<file path="src/rtl/rx_descaper.sv">
// Per-lane receive un-escaper: strips ESC+ESC / ESC+IDLE / ESC+SYNC pairs,
// forwards payload units, decodes sync words and counts protocol errors.
module rx_descaper #(
    parameter int unsigned UNITWIDTH  = 16,
    parameter int unsigned LANENUMBER = 4,
    parameter logic [UNITWIDTH-1:0] ESC_CHAR  = 16'h7E5A,
    parameter logic [UNITWIDTH-1:0] IDLE_CHAR = 16'h7E00,
    parameter logic [UNITWIDTH-8-LANENUMBER:0] SYNC_CHAR = 5'h1D
) (
    input  logic                  clk,
    input  logic                  reset,
    input  logic                  in_enable,
    input  logic [2:0]            in_lane_id,
    input  logic                  in_rxdata_en,
    input  logic [UNITWIDTH-1:0]  in_rxdata,
    output logic                  out_rxdata_en,
    output logic [UNITWIDTH-1:0]  out_rxdata,
    output logic                  out_idle,
    output logic                  out_sync,
    output logic [LANENUMBER-1:0] out_remote_blocklock,
    output logic                  out_aligned,
    output logic                  out_err,
    output logic [15:0]           out_err_cnt
);

    localparam int unsigned SYNCW = UNITWIDTH - 7 - LANENUMBER;

    typedef enum logic {
        NORMAL,
        GOT_ESC
    } state_t;

    state_t                  state_q, state_d;
    logic                    rxdata_en_d, idle_d, sync_d, err_d, aligned_d;
    logic [UNITWIDTH-1:0]    rxdata_d;
    logic [LANENUMBER-1:0]   blocklock_d;
    logic [15:0]             err_cnt_d;
    logic                    consume;
    logic                    sync_ok;

    assign consume = in_enable && in_rxdata_en;

    // Sync word: tag in MSBs, then lane id, reserved zero nibble, blocklock field.
    assign sync_ok = (in_rxdata[UNITWIDTH-1 -: SYNCW] == SYNC_CHAR) &&
                     (in_rxdata[LANENUMBER+6:LANENUMBER+4] == in_lane_id) &&
                     (in_rxdata[LANENUMBER+3:LANENUMBER] == '0);

    always_comb begin
        state_d     = state_q;
        rxdata_en_d = 1'b0;
        rxdata_d    = out_rxdata;
        idle_d      = 1'b0;
        sync_d      = 1'b0;
        err_d       = 1'b0;
        blocklock_d = out_remote_blocklock;
        aligned_d   = out_aligned;
        err_cnt_d   = out_err_cnt;
        if (consume) begin
            case (state_q)
                NORMAL: begin
                    if (in_rxdata == ESC_CHAR) begin
                        state_d = GOT_ESC;
                    end else begin
                        rxdata_en_d = 1'b1;
                        rxdata_d    = in_rxdata;
                    end
                end
                GOT_ESC: begin
                    state_d = NORMAL;
                    if (in_rxdata == ESC_CHAR) begin
                        rxdata_en_d = 1'b1;
                        rxdata_d    = ESC_CHAR;
                    end else if (in_rxdata == IDLE_CHAR) begin
                        idle_d = 1'b1;
                    end else if (sync_ok) begin
                        sync_d      = 1'b1;
                        blocklock_d = in_rxdata[LANENUMBER-1:0];
                        aligned_d   = 1'b1;
                    end else begin
                        err_d     = 1'b1;
                        aligned_d = 1'b0;
                        if (out_err_cnt != '1) begin
                            err_cnt_d = out_err_cnt + 16'd1;
                        end
                    end
                end
                default: state_d = NORMAL;
            endcase
        end
    end

    always_ff @(posedge clk) begin
        if (reset) begin
            state_q              <= NORMAL;
            out_rxdata_en        <= 1'b0;
            out_rxdata           <= '0;
            out_idle             <= 1'b0;
            out_sync             <= 1'b0;
            out_err              <= 1'b0;
            out_remote_blocklock <= '0;
            out_aligned          <= 1'b0;
            out_err_cnt          <= '0;
        end else begin
            state_q              <= state_d;
            out_rxdata_en        <= rxdata_en_d;
            out_rxdata           <= rxdata_d;
            out_idle             <= idle_d;
            out_sync             <= sync_d;
            out_err              <= err_d;
            out_remote_blocklock <= blocklock_d;
            out_aligned          <= aligned_d;
            out_err_cnt          <= err_cnt_d;
        end
    end

endmodule

</file>
<file path="config.mk">
export PLATFORM = sky130hd
export DESIGN_NAME = rx_descaper
export DESIGN_NICKNAME = d
export VERILOG_FILES = /design/src/rtl/rx_descaper.sv
export SDC_FILE = /design/constraint.sdc
export NUM_CORES = 1
export LEC_CHECK = 0
export CAP_MARGIN = 20
export CORE_AREA = 2 2 90 66
export CTS_CLUSTER_DIAMETER = 50
export CTS_CLUSTER_SIZE = 28
export DETAILED_ROUTE_END_ITERATION = 7
export DIE_AREA = 0 0 92 68
export HOLD_SLACK_MARGIN = 0.1
export MAX_ROUTING_LAYER = met4
export PLACE_DENSITY_LB_ADDON = 0.1
export SLEW_MARGIN = 25
export SYNTH_ARGS = -nofsm -noshare
export SYNTH_HDL_FRONTEND = slang
export SYNTH_SLANG_ARGS = --single-unit
</file>
<file path="constraint.sdc">
create_clock -name clk -period 3.47 [get_ports clk]
set_clock_uncertainty 0.2 [all_clocks]
set_input_delay 0.694 -clock clk [delete_from_list [all_inputs] [get_ports clk]]
set_output_delay 0.694 -clock clk [all_outputs]
set_load 0.02 [all_outputs]
</file>
# Word level (Yosys, flattened, before mapping)
# Cells that the tools add are included.
totals:
  regBits: 42
  latchBits: 0
  mem_bits_rw: 0
  mem_bits_ro: 0
  inputBits: 23
  out_inout_bits: 41
  wordCells: 43
  n_memories: 0
classes:
  addsub: 1
  multipliers: 0
  div_mod_pow: 0
  magnitude_cmp: 0
  eq_ne: 7
  shift: 0
  mux: 10
  bitwise_logic: 5
  reduce_logical: 11
op_table:
  columns: ["operator", "count"]
  rows:
  - ["16-bit by 15-bit == test with 1-bit output (second input constant)", 2]
  - ["16-bit two-way mux", 2]
  - ["16-bit case mux with 2 select lines", 1]
  - ["16-bit by 1-bit adder with 16-bit output (second input constant)", 1]
  - ["16-bit != test (second input constant)", 1]
  - ["6-bit AND reduction", 1]
  - ["5-bit == test (second input constant)", 1]
  - ["1-bit two-way mux", 5]
  - ["1-bit NOT", 5]
  - ["5-bit AND reduction", 1]
  - ["5-bit OR reduction", 1]
  - ["4-bit logical NOT", 1]
  - ["1-bit case mux with 2 select lines", 2]
  - ["4-bit AND reduction", 1]
  - ["4-bit OR reduction", 1]
  - ["3-bit == test", 1]
  - ["1-bit logical AND", 3]
  - ["3-bit AND reduction", 1]
  - ["2-bit by 1-bit != test with 1-bit output (second input constant)", 1]
  - ["2-bit != test (second input constant)", 1]
  - ["2-bit OR reduction", 1]

# Longest topological paths before layout
# Gate-level depths: netlist (run 1).
depth:
  depth_word: 5
  ltp_mapped: 11
  depth_no_buf: 10

# Worst setup path before layout (run 1)
# No wires, ideal clock.
synth_path:
  kind: "in2reg"
  from: "input port in_rxdata[8]"
  to: "register out_err_cnt[3]"
  arrival_time_ns: 2.707
  setup_slack_ns: 0.440
  stages: 11
  path_cell_list: "nor4bb_1 > and2_1 > nand3_1 > or2_2 > ha_1 > and3_1 > clkbuf_1 > o21ai_2 > buf_4 > nor3_1 > mux2_1"
synth_between:
  elab_chain_len: 5
  elab_cells_between_ends: 9
synth_lines:
  columns: ["item", "line", "text"]
  rows:
  - ["start, declared", "15", "input logic [UNITWIDTH-1:0] in_rxdata,"]
  - ["3-bit == test", "45", "(in_rxdata[LANENUMBER+6:LANENUMBER+4] == in_lane_id) &&"]
  - ["1-bit logical AND", "44", "assign sync_ok = (in_rxdata[UNITWIDTH-1 -: SYNCW] == SYNC_CHAR) &&"]
  - ["1-bit logical AND", "45", null]
  - ["1-bit NOT (no line)", null, null]
  - ["6-bit AND reduction (no line) (*)", null, null]
  - ["end signal, assigned", "112", "out_err_cnt <= err_cnt_d;"]
  - ["end, declared", "23", "output logic [15:0] out_err_cnt"]
# Every way passes the cells marked *; elsewhere a longest branch is shown, timed or not.
# A chain may end at the register's enable or synchronous reset.

# Worst setup path in the final report (run 1)
layout_path:
  from: "input port in_rxdata[10]"
  to: "register out_err_cnt[9]"
# The elaborated chain is that of the path after synthesis.

==> results of run 1 <==
==> cell usage in the layout, fill, tap and decap left out, types with 2 or more instances in the layout <==
cell type,synthesis,final
clkdlybuf4s50_1,0,62
dfxtp_1,42,42
nor2_1,36,36
nor3_1,28,28
a21oi_1,13,13
nand3_1,12,12
buf_4,1,12
and3_1,11,11
nor2b_1,11,11
mux2_1,11,11
nand2_1,10,10
nor4_1,7,7
clkbuf_8,0,6
inv_1,4,4
mux2i_1,4,4
nand4_1,3,3
or4_1,3,3
xnor2_1,3,3
ha_1,3,3
nor3b_1,2,2
and2_1,2,2
nand4_2,2,2
nand3_2,2,2
o31ai_1,2,2
o21ai_1,2,2
==> cell type report <==
class,instances,share of cell area (%)
multi-input combinational,179,38.7
clock inverter,1,0.173
timing repair buffer,76,25.4
sequential,42,29.0
clock buffer,7,2.98
tap,75,3.24
inverter,4,0.518
==> through the flow <==
step	TNS (ps)	hold WS (ps)	utilization (%)	cells	power (W)
final	0	289	53.0	384	0.000948
after global placement	0	269	51.3	376	0.000633
after detailed placement	-432	276	51.3	376	0.000634
after floorplan	0	353	-	238	0.000561
after CTS	0	294	53.0	384	0.000960
after global routing	0	321	53.0	384	0.000997
==> cells in the mapped netlist, types with 2 or more instances <==
master	instances	area share (%)
nand3_2	2	0.99
dfxtp_1	42	41
nor2_1	36	6.7
o21ai_1	2	0.49
nor2b_1	11	3.4
nand2_1	10	1.8
o31ai_1	2	0.74
nor3b_1	2	0.74
inv_1	4	0.74
buf_2	2	0.49
nand4_1	3	0.92
nor4_1	7	2.2
or4_1	3	1.1
a21oi_1	13	3.2
and3_1	11	3.4
mux2_1	11	6.1
and2_1	2	0.62
xnor2_1	3	1.3
ha_1	3	1.8
nand3_1	12	3.0
mux2i_1	4	2.0
nor3_1	28	6.9
nand4_2	2	1.2
clkbuf_1	10	1.8
==> cells by family (layout without fill, tap and decap cells) <==
logic type / count (synthesis) / count (layout) / share of synthesized area (%)
flip-flops: 42 / 42 / 41.4
adder cells (fa/ha/maj): 3 / 3 / 1.85
multiplexers: 15 / 15 / 8.07
buffers and inverters: 17 / 88 / 3.45
XOR/XNOR: 3 / 3 / 1.29
AO/OA/AOI/OAI: 21 / 21 / 7.08
AND/OR/NAND/NOR: 137 / 137 / 36.9
==> metal layers <==
layer / global-route usage [%] / routed length, um / vias to the layer above
li1: - / - / 987
met1: 25.7 / 2910 / 871
met2: 26.9 / 2130 / 37
met3: 3.85 / 181 / 2
met4: 5.04 / 27 / 0
met5: - / 0 / -
==> worst min-delay path by stage <==
stage | startpoint | end | slack (ps) | cells after the start
after floorplan | out_err_cnt[15] | out_err_cnt[15] | 350 | 2
after global placement | out_aligned | out_aligned | 270 | 2
after detailed placement | out_aligned | out_aligned | 280 | 2
after CTS | out_aligned | out_aligned | 290 | 2
after global routing | out_rxdata[0] | out_rxdata[0] | 320 | 2
final | out_rxdata[7] | out_rxdata[7] | 290 | 2
==> power groups by stage <==
stage | Clock (W) | Sequential (W) | Combinational [W]
final | 0.000326 | 0.000498 | 0.000123
after global routing | 0.000363 | 0.000500 | 0.000133
after detailed placement | 0 | 0.000510 | 0.000124
after global placement | 0 | 0.000509 | 0.000123
after CTS | 0.000338 | 0.000498 | 0.000124
after floorplan | 0 | 0.000523 | 0.0000381
==> critical path: stages <==
cell	delay, ps
clkdlybuf4s50_1	470
nor4bb_1	380
and2_1	200
nand3_1	90
or2_2	310
ha_1	170
and3_1	200
o21ai_2	230
nor3_1	120
mux2_1	330
==> summary.txt, run 1 <==
Final layout
  • Multi-input gate area: ~1100 um2
  • Final nets: ~330
  • ANT cells: 0
  • Register area: between 800 and 900 um2
  • Largest regs: out_err_cnt x16, out_rxdata x16, out_remote_blocklock x4
  • Cell area after layout: 2900 um2
  • Fillers: about 560
  • Share of layout cells above drive strength 1: roughly a tenth
  • Syn-to-layout area delta: 42.6%

Floorplanning
  • I/O pins: 64
  • Core Area: 5470 um2
  • Horiz. Die Dim: 92 um
  • Starting Density: a little under two fifths
  • Die area: roughly 6300 um2
  • Row count: 23
  • Die span in y: about 70 um

STA
  • Least-Margin Pin Slew: ~720 ps
  • Endpoints failing hold: 0
  • Slew Limit Fails: 0
  • Max Fclk: about 310 MHz
  • RSZ-0062 raised after global routing: no
  • PnR worst setup slack: 256 ps
  • Final min period: 3210 ps
  • Tcrit/Tclk final: roughly 90%
  • Headroom to the max-slew limit: between 50% and 60%
  • Final setup fails: 0

Clocking
  • Clk buf depth: 2
  • CTS resizes: 0
  • CTS tree: yes
  • H-tree levels: 2
  • CTS Hold Bufs: 0
  • TritonCTS Sinks: 42
  • Root buffer cell: clkbuf_8
  • Total CTS buffers: 5
  • Clk slew on worst S/H paths: roughly 80 ps
  • Postcts setup bufs: 0
  • Skew-Pair Late Insertion Delay: roughly 290 ps

Routing
  • DRC: 0
  • Initial drt markers: 101
  • DRT Pass-1 Iters: 4
  • Wire per inst: 13.7 um
  • Post-DRT Antenna Nets: 0
  • Routed WL: between 5000 and 6000 um
  • Via-per-instance ratio: roughly 4.9
  • Vias: about 1.9k

Setup path
  • Worst EP arrival: approximately 3200 ps
  • Reg-to-reg critical path startpoint: out_err_cnt[0]
  • RR Endpoint: out_err_cnt[9]
  • R2R depth: 6
  • Setup crit end kind: register
  • CP Class: primary input to register
  • Reg-to-reg slack, setup: between 1000 and 1500 ps
  • Max FO, Critical Path: 12
  • Startpoint types: primary input
  • Worst setup path startpoint: in_rxdata[10]
  • Crit path to: out_err_cnt[9]
  • WP data required: around 3500 ps

Placed design
  • Setup WS pre-CTS: -49.2 ps
  • Placer's final routability congestion estimate: 0.844
  • Area after DPL: approximately 2800 um2
  • Post-DP HPWL: approximately 3900 um
  • Port Buffers: between 60 and 70

Global route
  • Largest net degree at the start of global routing: 42
  • Vias in the first global route: 1803
  • Initial antenna violation count: 0
  • First-pass GRT wire length: between 8000 and 9000 um
  • Gr ovfl total: 0
  • Tot GR Track Use: a little under a fifth

Power
  • Leakage power total: between 1 and 1.5 nW
  • Sw Pwr: around 0.00023 W
  • Power Density: about 330 nW/um2
  • Clock power share: 34.4%
  • Switching share of power: around 24%
  • Combinational share of power: 13.0%
  • Pint: slightly above 0.0007 W
  • Worst VDD drop: ~220 uV
  • Seq pwr share: 52.6%

Logic synthesis
  • Register bit total from synthesis: 42
  • Post-Synthesis Cell Area: between 2000 and 2500 um2
  • Cells after Synth: between 200 and 250
  • Syn Nets: 264
  • Post-synth EDFFs: 0
  • Most used DFF post-synth: dfxtp_1
  • Mean Syn Cell Area: about 8.5 um2
  • Seq/Total Area, Yosys: 41.4%
  • Ys async rst share: 0%
  • Yosys cell types: 37
  • YS warnings: 0

Worst hold path
  • Hold WC Path Type: register to register

Status
  • Outcome: finished, final reports clean

Job
  • Max_cap viols: 0
No activity file was read; power rests on OpenSTA's default activity.
==> run 2, diff against run 1 <==
--- a/config.mk
+++ b/config.mk
@@ -5,7 +5,6 @@
 export SDC_FILE = /design/constraint.sdc
 export NUM_CORES = 1
 export LEC_CHECK = 0
-export CAP_MARGIN = 20
 export CORE_AREA = 2 2 90 66
 export CTS_CLUSTER_DIAMETER = 50
 export CTS_CLUSTER_SIZE = 28
==> constraint.sdc (replaced) <==
create_clock -name clk -period 3 [get_ports clk]
set_clock_uncertainty 0.2 [all_clocks]
set_input_delay 0.75 -clock clk [delete_from_list [all_inputs] [get_ports clk]]
set_output_delay 0.75 -clock clk [all_outputs]
set_load 0.02 [all_outputs]
==> summary.txt, run 2 (synthesized netlist as in run 1, its figures left out) <==
Setup path
  • CP Class: primary input to register
  • R2R depth: 6 (unchanged)
  • Startpoint types: primary input
  • Max FO, Critical Path: 4 (-8)
  • RR Endpoint: out_err_cnt[3]
  • Worst setup path startpoint: in_rxdata[12]
  • Reg-to-reg slack, setup: 710 ps (-360 ps)
  • Reg-to-reg critical path startpoint: out_err_cnt[0]
  • Worst EP arrival: 2890 ps (-310 ps)
  • WP data required: 3020 ps (-430 ps)
  • Setup crit end kind: register
  • Crit path to: out_err_cnt[12]

STA
  • Least-Margin Pin Slew: 687 ps (-32.9 ps)
  • Final min period: ~2900 ps
  • PnR worst setup slack: 121 ps (-135 ps)
  • Endpoints failing hold: 0 (unchanged)
  • Setup_tns: 0 ps (unchanged)
  • Slew Limit Fails: 0 (unchanged)
  • RSZ-0062 raised after global routing: no
  • Final setup fails: 0 (unchanged)
  • Tcrit/Tclk final: between 90 and 100%
  • Headroom to the max-slew limit: 54.2% (+2.2 points)
  • Max Fclk: 347 MHz

Placed design
  • Setup WS pre-CTS: -483 ps (-433 ps)
  • Post-DP HPWL: 4010 um (+3.5%)
  • Placer's final routability congestion estimate: 0.802 (-4.9%)
  • Port Buffers: 63 (unchanged)

Worst hold path
  • Hold WC Path Type: register to register

Final layout
  • Syn-to-layout area delta: 51.5%
  • Most frequent cells in the layout: clkdlybuf4s50_1, dfxtp_1, nor2_1, nor3_1, buf_4
  • Multi-input gate area: 1200 um2 (+7.4%)
  • Share of layout cells above drive strength 1: 17.3% (+7.6 points)
  • Layout Utilization: 56.3% (+3.3 points)
  • Register area: 841 um2 (unchanged)
  • Most common cell after layout, fill and taps aside: clkdlybuf4s50_1
  • ANT cells: 0 (unchanged)
  • Fillers: 535 (-3.8%)
  • Final nets: 350 (+4.8%)
  • Largest regs: out_err_cnt x16, out_rxdata x16, out_remote_blocklock x4

Global route
  • Initial antenna violation count: 0 (unchanged)
  • First-pass GRT wire length: 9100 um (+4.4%)
  • Largest net degree at the start of global routing: 39 (-7.1%)
  • Gr ovfl total: 0 (unchanged)
  • Tot GR Track Use: 19.2% (+0.84 points)
  • Vias in the first global route: 1843 (+2.2%)

Power
  • Worst VDD drop: 205 uV (-7.6%)
  • Power Density: 351 nW/um2 (+7.2%)
  • Leakage power total: 1.19 nW (+11%)

Floorplanning
  • Horiz. Die Dim: 92 um (unchanged)
  • Row count: 23 (unchanged)
  • Core Area: 5470 um2 (unchanged)
  • Die area: 6260 um2 (unchanged)
  • Die span in y: 68 um (unchanged)
  • I/O pins: 64 (unchanged)
  • Starting Density: 37.2% (unchanged)

Routing
  • Via-per-instance ratio: 4.90 (-0.77%)
  • DRC: 0 (unchanged)
  • Vias: 1951 (+2.8%)
  • Wire per inst: 14.1 um (+2.9%)
  • Post-DRT Antenna Nets: 0 (unchanged)
  • DRT Pass-1 Iters: 4 (unchanged)
  • Routed WL: 5600 um (+6.7%)
  • Initial drt markers: 119 (+18%)

Clocking
  • Root buffer cell: clkbuf_8
  • Skew-Pair Late Insertion Delay: 280 ps (about the same)
  • Clk slew on worst S/H paths: 70 ps (about the same)
  • CTS tree: yes
  • TritonCTS Sinks: 42 (unchanged)
  • CTS Hold Bufs: 0 (unchanged)
  • Total CTS buffers: 5 (unchanged)
  • Clk buf depth: 2 (unchanged)
  • H-tree levels: 2 (unchanged)

Job
  • Max_cap viols: 0 (unchanged)

Status
  • Outcome: finished, final reports clean
==> run 2: cell count changes in the layout (fill, tap and decap cells not counted), moves of 2 or more <==
cell	previous run	this run
o21ai_4	0	2
dlygate4sd2_1	0	4
clkdlybuf4s50_1	62	55
dlymetal6s2s_1	0	3
buf_4	12	27
and3_4	0	2
and3_1	11	9
==> run 2: worst min path at each step <==
stage               startpoint         endpoint  slack, ps  cells after the start
2_1_floorplan  out_err_cnt[15]  out_err_cnt[15]        350                      2
3_3_place_gp     out_rxdata[8]    out_rxdata[8]        270                      2
3_5_place_dp       out_aligned      out_aligned        280                      2
4_1_cts          out_rxdata[4]    out_rxdata[4]        300                      2
5_1_grt          out_rxdata[6]    out_rxdata[6]        330                      2
6_report         out_rxdata[5]    out_rxdata[5]        290                      2
==> run 2: stage by stage <==
stage,total power (W),instances,cell area (um2),hold WS (ps)
floorplan,0.000650,238,2050,353
global placement,0.000737,391,2920,270
detailed placement,0.000740,391,2920,280
CTS,0.00110,398,3040,300
global route,0.00113,398,3080,327
finish,0.00108,398,3080,291
==> run 2: final cells by class <==
type                    count  share of cell area, %
clock buffers               6                   2.68
repair buffers             91                   27.4
inverters                   4                  0.488
well taps                  75                   3.05
flip-flops and latches     42                   27.3
multi-input cells         180                   39.1
==> run 2: layer usage <==
| metal | GRT usage (%) | routed length, um |
|---|---|---|
| met2 | 28.1 | 2370 |
| met1 | 27.3 | 2920 |
| met5 | - | 0 |
| met3 | 3.96 | 274 |
| met4 | 4.10 | 27 |
==> run 2: repair_timing <==
| action | 4_1_cts | 5_1_grt |
|---|---|---|
| buffers inserted | 0 | 0 |
| endpoints found under the setup margin | 31 | 18 |
| cloned | 1 | 0 |
| resized for setup | 12 | 10 |
| pin swaps | 4 | 4 |
==> run 2: critical path, cell delays in order <==
cell           delay, ps
dlygate4sd2_1        250
nor3b_2              150
buf_4                130
and2_4               130
nand3_2               80
or2_4                110
ha_1                 130
and3_4               240
buf_6                110
buf_4                110
nand2_2               50
or4_4                520
a21oi_2              120
==> run 2: where the power goes <==
group	switching, W	internal, W
Sequential	0.00000609	0.000570
Clock	0.000175	0.000178
Combinational	0.0000739	0.0000768
Total	0.000255	0.000824
==> patch 1 (flow settings as in run 2) <==
`out_rxdata` no longer has a reset.
--- a/src/rtl/rx_descaper.sv
+++ b/src/rtl/rx_descaper.sv
@@ -93,7 +93,6 @@
         if (reset) begin
             state_q              <= NORMAL;
             out_rxdata_en        <= 1'b0;
-            out_rxdata           <= '0;
             out_idle             <= 1'b0;
             out_sync             <= 1'b0;
             out_err              <= 1'b0;
@@ -103,7 +102,6 @@
         end else begin
             state_q              <= state_d;
             out_rxdata_en        <= rxdata_en_d;
-            out_rxdata           <= rxdata_d;
             out_idle             <= idle_d;
             out_sync             <= sync_d;
             out_err              <= err_d;
@@ -113,5 +111,9 @@
         end
     end
 
+    always_ff @(posedge clk) begin
+        out_rxdata <= rxdata_d;
+    end
+
 endmodule
 
Function: changed (a bounded check fails within 4 cycles, from zero or initial values and one cycle with reset high).
==> patch 1 against run 2 <==
Synthesized area is 2.3% lower; cell area is 3.3% lower; sequential cell count stayed put; power is 2.4% higher; largest power group unchanged; first-iteration DRC count is 52% lower; wire length is 17% lower; final cell count is 11% lower; setup slack better by 17 ps.
==> patch 1: results (changes against run 2) <==
* Critical Path Fanout Max: 6 (+2)
- Met3 routed wirelength: 259 µm (-5.5%)
- The power consumed by sequential cells is 604 µW (+4.9%).
* Via density per instance: 4.51 (-8.1%)
- Static Leakage: 0.00109 µW (-8.6%)
* Number of cells after detailed placement: 347 (-11%)
* Detail Placement HPWL: 3.61 mm (-10%)
* Count of cells resized by post-cts repair: 0 (-12)
- GP Congestion: 0.777 (-3.2%)
- Net switching fraction of the power: 22.2% (-1.4 points)
- Outcome: finished clean
- The total nets after synthesis was 217 (-18%).
* Ratio of cells with drive above 1 in the final layout: 21.1% (+3.7 points)
- The global-route met2 utilization is 21.4% (-6.7 points).
- The placed instance area was 0.00288 mm² (-1.6%).
- Total power consumption of the routed design: 1110 µW (+2.4%)
- The largest individual stage delay along the critical path comes from the cell sky130_fd_sc_hd__clkdlybuf4s50_1.
* All-Layer GR Usage: 16.7% (-2.5 points)
* Nets: 305 (-13%)
- Routed wire length on met2: 1.70 mm (-28%)
* Number of synthesized flops with an enable pin: 16 (+16)
- The largest net degree at the start of global routing is 22 (-44%).
- Register area share after synthesis: 50.4% (+9.1 points)
- Maximum cell stage delay along the critical path: 470 ps (-50 ps)
- Dominant cells by area after synthesis: sky130_fd_sc_hd__dfxtp_1 26%, sky130_fd_sc_hd__edfxtp_1 24%, sky130_fd_sc_hd__xnor2_1 5.3%
* Routed wirelength normalized by instance count: 13.1 µm (-7.1%)
-- patch 1: logic make-up (layout without fill, tap and decap cells) --
group	Yosys count	in the layout	share of synthesized area [%]
adder cells (fa/ha/maj)	3	3	1.89
AND/OR/NAND/NOR	105	105	30.8
XOR/XNOR	15	15	6.62
AO/OA/AOI/OAI	9	9	4.04
multiplexers	6	6	3.15
buffers and inverters	11	100	3.03
flip-flops	42	42	50.4
-- patch 1: worst paths after layout --
kind / start / cells past startpoint / end / slack (ps)
hold / removal: out_aligned / 2 / out_aligned / 290
setup / recovery: in_rxdata[15] / 10 / out_err_cnt[13] / 140
hold reg to reg: out_aligned / 2 / out_aligned / 290
setup reg to reg: state_q / 6 / out_err_cnt[13] / 700
-- patch 1: cell type report --
type                    count  area (µm²)
inverters                   4        15.0
flip-flops and latches     42        1000
multi-input cells         138         930
clock inverters             1        5.00
well taps                  75        93.8
repair buffers             88         843
clock buffers               7        87.6
fillers                   498        2490
==> patch 2 (config.mk and constraints of run 2) <==
Without the edit above. Set the parameter `IDLE_CHAR` to 16'h4000 (it was 16'h7E00).
--- a/src/rtl/rx_descaper.sv
+++ b/src/rtl/rx_descaper.sv
@@ -4,7 +4,7 @@
     parameter int unsigned UNITWIDTH  = 16,
     parameter int unsigned LANENUMBER = 4,
     parameter logic [UNITWIDTH-1:0] ESC_CHAR  = 16'h7E5A,
-    parameter logic [UNITWIDTH-1:0] IDLE_CHAR = 16'h7E00,
+    parameter logic [UNITWIDTH-1:0] IDLE_CHAR = 16'h4000,
     parameter logic [UNITWIDTH-8-LANENUMBER:0] SYNC_CHAR = 5'h1D
 ) (
     input  logic                  clk,
Function: changed (a bounded check fails within 4 cycles, from zero or initial values and one cycle with reset high).
==> patch 2 against run 2 <==
Die area unchanged; critical path depth decreased by 3; setup slack got worse by 52 ps; synthesized cell count increased by 2.1%; non-clock buffer count is 13 higher; synthesized area shrank 0.68%; combinational power up 7%; sequential power barely moved; power grew 4.9%; cell area is 2.0% higher; sequential cell count is the same; wire length increased by 3.0%; critical path type unchanged; largest power group unchanged; highest routed layer unchanged.
==> patch 2: results (changes against run 2) <==
- Number of global-route vias before repair: 2016 (+9.4%)
- The overall global routing resource usage came to 19.9% (+0.72 points).
- Skew-Pair Late Insertion Delay: 300 ps (+20 ps)
- The register-to-register setup slack was 740 ps (+30 ps).
* Worst reg2reg endpoint: out_err_cnt[4]
- Portion of total power attributed to sequential cells: 51.0% (-2.4 points)
- Post-synthesis cell count: 243 (+2.1%)
- Critical Path Fanout Max: 3 (-1)
- Register area share after synthesis: 41.7% (+0.28 points)
- Synthesized Nets: 269 (+1.9%)
* Detail Placement HPWL: 4.35 mm (+8.3%)
* Post-placement cell area: 0.00300 mm² (+2.6%)
* GP Congestion: 0.875 (+9.1%)
- Outcome: finished clean
- Routed via count: 2135 (+9.4%)
* Pin count of the biggest net entering global routing: 24 (-38%)
- The ratio of total power to cell area came to 360 mW/mm² (+2.8%).
- Commonest cells post-synth: 42 x sky130_fd_sc_hd__dfxtp_1, 30 x sky130_fd_sc_hd__nor2_1, 26 x sky130_fd_sc_hd__nor3_1
- Pin slew with the least headroom to its limit: 375 ps (-312 ps)
- Global-route wire length before repair: 9.49 mm (+4.2%)
- Count of cells resized by post-cts repair: 1 (-11)
* Ratio of cells with drive above 1 in the final layout: 20.3% (+3.0 points)
- Dominant cells by area after synthesis: sky130_fd_sc_hd__dfxtp_1 42%, sky130_fd_sc_hd__nor3_1 6.4%, sky130_fd_sc_hd__nor2_1 5.6%
- Worst Hold Path EP: out_aligned
* Via density per instance: 5.14 (+4.9%)
- Net switching power: 290 µW (+14%)
- Number of distinct library cells after synthesis: 36 (-2.7%)
- The share of total power in the clock network was 34.7% (+2.1 points).
- The fill cell total of the finished layout was 512 (-4.3%).
* Nets: 365 (+4.3%)
- The total number of yosys warnings was 0 (unchanged).
- In this run the most critical hold path is launched from out_aligned.
* Peak supply drop: 0.211 mV (+2.9%)
* Routed wirelength normalized by instance count: 13.9 µm (-1.2%)
- Number of DRC markers after the initial detailed-route iteration: 101 (-15%)
patch 2: changes by cell type in the layout (fill, tap and decap cells not counted), moves of 3 or more:
cell,run 2,this run
sky130_fd_sc_hd__nand4_1,3,7
sky130_fd_sc_hd__or4_1,2,9
sky130_fd_sc_hd__nor2_1,36,30
sky130_fd_sc_hd__nor2b_1,11,3
sky130_fd_sc_hd__o31ai_1,2,10
sky130_fd_sc_hd__dlygate4sd2_1,4,0
sky130_fd_sc_hd__or4_4,1,5
sky130_fd_sc_hd__nor4_1,7,2
sky130_fd_sc_hd__nand3_1,11,14
sky130_fd_sc_hd__a21oi_1,12,19
sky130_fd_sc_hd__mux2_1,11,3
sky130_fd_sc_hd__buf_4,27,39
sky130_fd_sc_hd__clkdlybuf4s50_1,55,62
patch 2: how the worst max path moves through the flow:
stage | from | to | slack [ps] | cells after the start
2_1_floorplan | in_rxdata[8] | out_err_cnt[6] | 70 | 9
3_3_place_gp | in_rxdata[8] | out_err_cnt[6] | -290 | 9
3_5_place_dp | in_rxdata[8] | out_err_cnt[6] | -320 | 9
4_1_cts | in_rxdata[15] | out_err_cnt[11] | 4 | 10
5_1_grt | in_rxdata[8] | out_rxdata[1] | -10 | 10
6_report | in_rxdata[7] | out_err_cnt[11] | 70 | 10
patch 2: stage by stage:
stage	util, %	worst slack [ps]	hold slack (ps)
after floorplan	-	65.6	340
after global placement	54.9	-293	262
after detailed placement	54.9	-324	277
after CTS	56.7	3.63	299
after global routing	57.4	-10.0	318
final	57.4	68.7	290
patch 2: critical path: stages:
cell	delay (ps)
sky130_fd_sc_hd__clkdlybuf4s50_1	480
sky130_fd_sc_hd__or4_4	140
sky130_fd_sc_hd__nor3_4	40
sky130_fd_sc_hd__nand3_2	80
sky130_fd_sc_hd__ha_2	180
sky130_fd_sc_hd__nand3_1	110
sky130_fd_sc_hd__buf_4	160
sky130_fd_sc_hd__or4_4	480
sky130_fd_sc_hd__or4_4	430
sky130_fd_sc_hd__a21oi_2	120
patch 2: metal layers:
| layer | routed length, µm | global-route usage [%] |
|---|---|---|
| met3 | 316 | 3.52 |
| met1 | 3040 | 28.4 |
| met4 | 72 | 6.72 |
| met5 | 0 | - |
| met2 | 2340 | 28.3 |
patch 2: layout make-up:
cell class	count	area share (%)
Clock inverter	2	0.398
Clock buffer	6	2.63
Tap cell	75	2.99
Timing Repair Buffer	104	30.8
Multi-Input combinational cell	182	36.0
Inverter	4	0.478
Sequential cell	42	26.8
patch 2: kinds of logic after synthesis:
logic type / count (synthesis) / share of synthesized area [%]
XOR/XNOR: 3 / 1.30
adder cells (fa/ha/maj): 3 / 1.86
flip-flops: 42 / 41.7
AND/OR/NAND/NOR: 131 / 35.4
AO/OA/AOI/OAI: 38 / 11.4
multiplexers: 7 / 3.66
buffers and inverters: 19 / 4.71
